==> config.mk <==
export PLATFORM = sky130hd
export DESIGN_NAME = shift_sequencer
export DESIGN_NICKNAME = d
export VERILOG_FILES = /design/src/rtl/shift_sequencer.sv
export SDC_FILE = /design/constraint.sdc
export NUM_CORES = 1
export LEC_CHECK = 0
export CORE_MARGIN = 4
export CORE_UTILIZATION = 55
export DETAILED_ROUTE_END_ITERATION = 10
export PLACE_DENSITY = 0.85
export SETUP_SLACK_MARGIN = 0.3
export SYNTH_ARGS = -nofsm -noshare
export SYNTH_HDL_FRONTEND = slang
export SYNTH_SLANG_ARGS = --single-unit
==> constraint.sdc <==
create_clock -name clk -period 5.35 [get_ports clk]
set_clock_uncertainty 0.1 [all_clocks]
set_input_delay 1.07 -clock clk [delete_from_list [all_inputs] [get_ports clk]]
set_output_delay 1.07 -clock clk [all_outputs]
set_load 0.02 [all_outputs]
==> src/rtl/shift_sequencer.sv <==
// shift_sequencer: multi-cycle shifter for the EX stage. One bit per cycle
// through a single accumulator, paced by a down-counter. Raises a stall to the
// hazard unit from the start cycle until the result is ready.
module shift_sequencer #(
  parameter int unsigned N       = 32,
  parameter int unsigned SHAMT_W = 5
) (
  input  logic               clk,
  input  logic               rst,
  input  logic               start,
  input  logic [1:0]         op,
  input  logic [N-1:0]       a,
  input  logic [SHAMT_W-1:0] shamt,
  output logic               busy,
  output logic               done,
  output logic [N-1:0]       result,
  output logic               stall
);

  typedef enum logic [1:0] {
    IDLE  = 2'd0,
    SHIFT = 2'd1,
    DONE  = 2'd2
  } state_t;

  localparam logic [1:0] OP_SLL  = 2'b00;
  localparam logic [1:0] OP_SRL  = 2'b01;
  localparam logic [1:0] OP_SRA  = 2'b10;
  localparam logic [1:0] OP_PASS = 2'b11;

  state_t             state_q, state_d;
  logic [N-1:0]       acc_q, acc_d;
  logic [SHAMT_W-1:0] count_q, count_d;
  logic [1:0]         op_q, op_d;
  logic [N-1:0]       result_q, result_d;

  // Next-state logic: operand capture, one-bit shift step, result latch.
  always_comb begin
    state_d  = state_q;
    acc_d    = acc_q;
    count_d  = count_q;
    op_d     = op_q;
    result_d = result_q;
    case (state_q)
      IDLE: begin
        if (start) begin
          acc_d   = a;
          op_d    = op;
          count_d = shamt;
          if (shamt == '0 || op == OP_PASS) begin
            state_d = DONE;
          end else begin
            state_d = SHIFT;
          end
        end
      end
      SHIFT: begin
        case (op_q)
          OP_SLL:  acc_d = {acc_q[N-2:0], 1'b0};
          OP_SRL:  acc_d = {1'b0, acc_q[N-1:1]};
          OP_SRA:  acc_d = {acc_q[N-1], acc_q[N-1:1]};
          default: acc_d = acc_q;
        endcase
        count_d = count_q - 1'b1;
        if (count_q == SHAMT_W'(1)) begin
          state_d = DONE;
        end
      end
      DONE: begin
        state_d = IDLE;
      end
      default: begin
        state_d = IDLE;
      end
    endcase
    // Latch the value acc takes on this same edge, so a zero/pass-through
    // request publishes the operand directly without an extra cycle.
    if (state_d == DONE && state_q != DONE) begin
      result_d = acc_d;
    end
  end

  // State registers with synchronous reset; reset discards any in-flight shift.
  always_ff @(posedge clk) begin
    if (rst) begin
      state_q  <= IDLE;
      acc_q    <= '0;
      count_q  <= '0;
      op_q     <= '0;
      result_q <= '0;
    end else begin
      state_q  <= state_d;
      acc_q    <= acc_d;
      count_q  <= count_d;
      op_q     <= op_d;
      result_q <= result_d;
    end
  end

  assign busy   = (state_q == SHIFT);
  assign done   = (state_q == DONE);
  assign result = result_q;
  assign stall  = ((state_q == IDLE) && start) || (state_q == SHIFT);

endmodule

==> metrics.yaml <==
synthesis:
  synth_xor_area_share_pct: 0.231
  synth_cells: 474
  synth_top_family_by_area: "compound AO/OA/AOI/OAI gates"
  syn_area_mm2: 0.00379
  synthDistinctLibCells: 34
  synth_warnings: 0
  muxShareOfSynthArea_pct: 0.561
  yosys.area_share.simple_pct: 17.0
  seq_area_frac_synth_pct: 38.5
  synth_compound_gate_area_share_pct: 36.6
  synth_nets: 518
  ys_ff_latch: 73
  synth-adder-area-share_pct: 0.659
  avgSynthCellArea_um2: 8.01
critical_path:
  critPathSlowestCell: "clkdlybuf4s50_1"
  r2r_start: "state_q[0]$_SDFF_PP0_"
  setup.worst_path.end_class: "primary output"
  path_max_fanout: 3
  startpoint_type: "primary input"
  required_ns: 4.18
  r2r-end: "result[30]$_SDFFE_PP0P_"
  crit_buf_inv: 2
  worstPathArrival_ns: 2.40
  critPathKind: "primary input to primary output"
  crit_end: "stall"
  cpPeakStageDelay_ns: 0.62
  crit_chain: "clkdlybuf4s50_1 -> nor2_1 -> nor2_1 -> clkdlybuf4s50_1"
  worst-path-stages: 4
  crit_family: "buffers and inverters"
  crit_path_start: "start"
  reg2reg_slack_ns: 2.30
  reg2reg_depth: 6
floorplanning:
  die_x_um: 91.1
  die-area_mm2: 0.00829
  die_h_um: 91.1
  core_mm2: 0.00676
  start_util_pct: 56.2
  ios: 77
  rows: 30
global_routing:
  grt_usage_pct: 24.7
  grt_max_degree: 39
  grt_pass1_vias: 3734
  antenna_found_initial: 0
  grt_pass1_wl_um: 17100
  grt-ovfl-total: 0
finish:
  drive_above_1_share_pct: 11.2
  design_area_mm2: 0.00475
  final_net_count: 565
  fin_cells: 605
  syn_to_final_growth_pct: 25.3
  fin_util_pct: 70.4
  n_antenna_cell: 0
timing:
  hold_violations: 0
  drv_slew: 0
  fmax_mhz: 280
  tns_ns: 0
  period_share_pct: 66.7
  max_slew_margin_pct: 21.0
  rsz0062_at_grt: "false"
  worst_pin_slew_ns: 1.18
  setup_viol: 0
  finalCriticalPeriod_ns: 3.57
drt:
  first_pass_iters: 5
  drt_iter0_markers: 326
  viasPerCell: 6.26
  num_vias: 3785
  routedWlPerCell_um: 16.5
  ant_nets: 0
  wl_um: 10000
  drcViolationCount: 0
clock_network:
  clock_path_buffers: 2
  clkTransAtPathRegs_ns: 0.07
  post_cts_resized: 0
  cts-htree-levels: 3
  postCtsSetupRepairBufs: 0
  tritoncts: "yes"
  cts_hold_buffers: 0
  cts_buffers: 9
  clock-root-buffer: "clkbuf_8"
  clk_latency_ns: 0.35
  clock_sinks: 73
place:
  io_buffers: 76
  dp.cells: 590
  placed_cell_area_mm2: 0.00449
  hpwl_um: 6080
  gp_congestion: 0.858
min_path:
  hold_start: "result[5]$_SDFFE_PP0P_"
  min_path_type: "flop to flop"
power_and_ir_drop:
  ir_drop_uv: 244
  leakage_nw: 1.60
  power-per-cell-area_mw_per_mm2: 336
flow_run:
  cap_violations: 0
run_status:
  status: "finished clean"
==> cells in the final DEF (no fill, tap or decap), drive strengths merged <==
cell | Yosys | final
nand3 | 1 | 1
buf | 13 | 8
o22ai | 57 | 57
a21oi | 68 | 68
clkbuf | 34 | 10
nor4 | 1 | 1
or3b | 1 | 1
o21ai | 37 | 37
o21bai | 1 | 1
mux2 | 1 | 1
clkinvlp | 0 | 1
xnor2 | 1 | 1
dfxtp | 73 | 73
mux2i | 1 | 1
nor2 | 69 | 69
clkdlybuf4s50 | 0 | 75
nand3b | 3 | 3
o211ai | 1 | 1
inv | 5 | 5
a31oi | 5 | 5
nand2b | 1 | 1
or3 | 2 | 2
a2111oi | 1 | 1
ha | 2 | 2
bufinv | 0 | 4
o41ai | 1 | 1
nor3 | 7 | 7
or2 | 1 | 1
nand2 | 17 | 17
nor2b | 35 | 35
a211oi | 32 | 32
o32ai | 3 | 3
==> where the power goes <==
| part | leakage, nW | switching (W) | internal (W) |
|---|---|---|---|
| Sequential | 0.599 | 0.0000471 | 0.000592 |
| Clock | 0.129 | 0.000210 | 0.000367 |
| Combinational | 0.870 | 0.000214 | 0.000166 |
==> cells in the mapped netlist <==
| cell | number | area [um^2] |
|---|---|---|
| ha_1 | 2 | 25.0 |
| buf_4 | 4 | 30.0 |
| o22ai_1 | 57 | 357 |
| nor2b_1 | 35 | 219 |
| mux2i_1 | 1 | 10.0 |
| buf_6 | 4 | 45.0 |
| nor4_1 | 1 | 6.26 |
| xnor2_1 | 1 | 8.76 |
| o32ai_1 | 2 | 17.5 |
| dfxtp_1 | 73 | 1460 |
| nand3b_1 | 3 | 22.5 |
| buf_2 | 5 | 25.0 |
| inv_1 | 5 | 18.8 |
| o21ai_0 | 36 | 180 |
| mux2_2 | 1 | 11.3 |
| nand3_1 | 1 | 5.00 |
| nand2_1 | 17 | 63.8 |
| o32ai_4 | 1 | 27.5 |
| o21bai_4 | 1 | 18.8 |
| clkbuf_1 | 34 | 128 |
| a211oi_1 | 3 | 22.5 |
| a21oi_1 | 68 | 340 |
| nor2_1 | 69 | 259 |
| o21ai_1 | 1 | 5.00 |
| o211ai_1 | 1 | 7.51 |
| or3_1 | 2 | 12.5 |
| nand2b_1 | 1 | 6.26 |
| or2_2 | 1 | 6.26 |
| a31oi_1 | 5 | 31.3 |
| a2111oi_0 | 1 | 8.76 |
| nor3_1 | 7 | 35.0 |
| o41ai_1 | 1 | 8.76 |
| a211oi_2 | 29 | 363 |
| or3b_1 | 1 | 8.76 |
==> stage by stage <==
| stage | worst slack, ns | total power, W | hold slack (ns) |
|---|---|---|---|
| 2_1_floorplan | 2.32 | 0.000905 | 0.342 |
| 3_3_place_gp | 1.61 | 0.00101 | 0.361 |
| 3_5_place_dp | 1.46 | 0.00102 | 0.373 |
| 4_1_cts | 1.78 | 0.00159 | 0.386 |
| 5_1_grt | 1.66 | 0.00166 | 0.423 |
| 6_report | 1.78 | 0.00160 | 0.386 |
==> state kept, by name, indices dropped and copies added (netlist names) <==
register,count
acc_q,32
result,32
count_q,5
op_q,2
state_q,2
==> final cells by class <==
cell class              count  area [um^2]
multi-input cells         349         2100
fillers                   531         2000
flip-flops and latches     73         1460
repair buffers             83          808
clock buffers              10          138
clock inverters             5          128
well taps                  80          100
inverters                   5         18.8
==> logic make-up after synthesis <==
| family | after synthesis |
|---|---|
| AOI/OAI and AO/OA | 206 |
| and+or+nand+nor | 138 |
| DFF | 73 |
| buffers and inverters | 52 |
| muxes | 2 |
| adders and majority gates | 2 |
| xor gates and xnor gates | 1 |
==> worst min-delay path by stage <==
stage	slack, ns	to	cells after the start
2_1_floorplan	0.34	count_q[4]$_SDFFE_PP0P_	1
3_3_place_gp	0.36	count_q[4]$_SDFFE_PP0P_	1
3_5_place_dp	0.37	count_q[4]$_SDFFE_PP0P_	1
4_1_cts	0.39	result[5]$_SDFFE_PP0P_	2
5_1_grt	0.42	result[5]$_SDFFE_PP0P_	2
6_report	0.39	result[5]$_SDFFE_PP0P_	2
==> per-layer routing <==
metal / up-vias / GRT usage (%) / share of wire (%)
li1: 1809 / - / -
met1: 1750 / 31.4 / 43
met2: 189 / 40.4 / 47
met3: 37 / 5.63 / 6.9
met4: 0 / 10.1 / 2.9
met5: - / 0 / 0
==> tightest hold or removal path: stages (launching register included) <==
cell and delay (ns):
dfxtp_1 0.33, nand2_1 0.06, a21oi_1 0.06
Power figures use the tool's default switching activity.
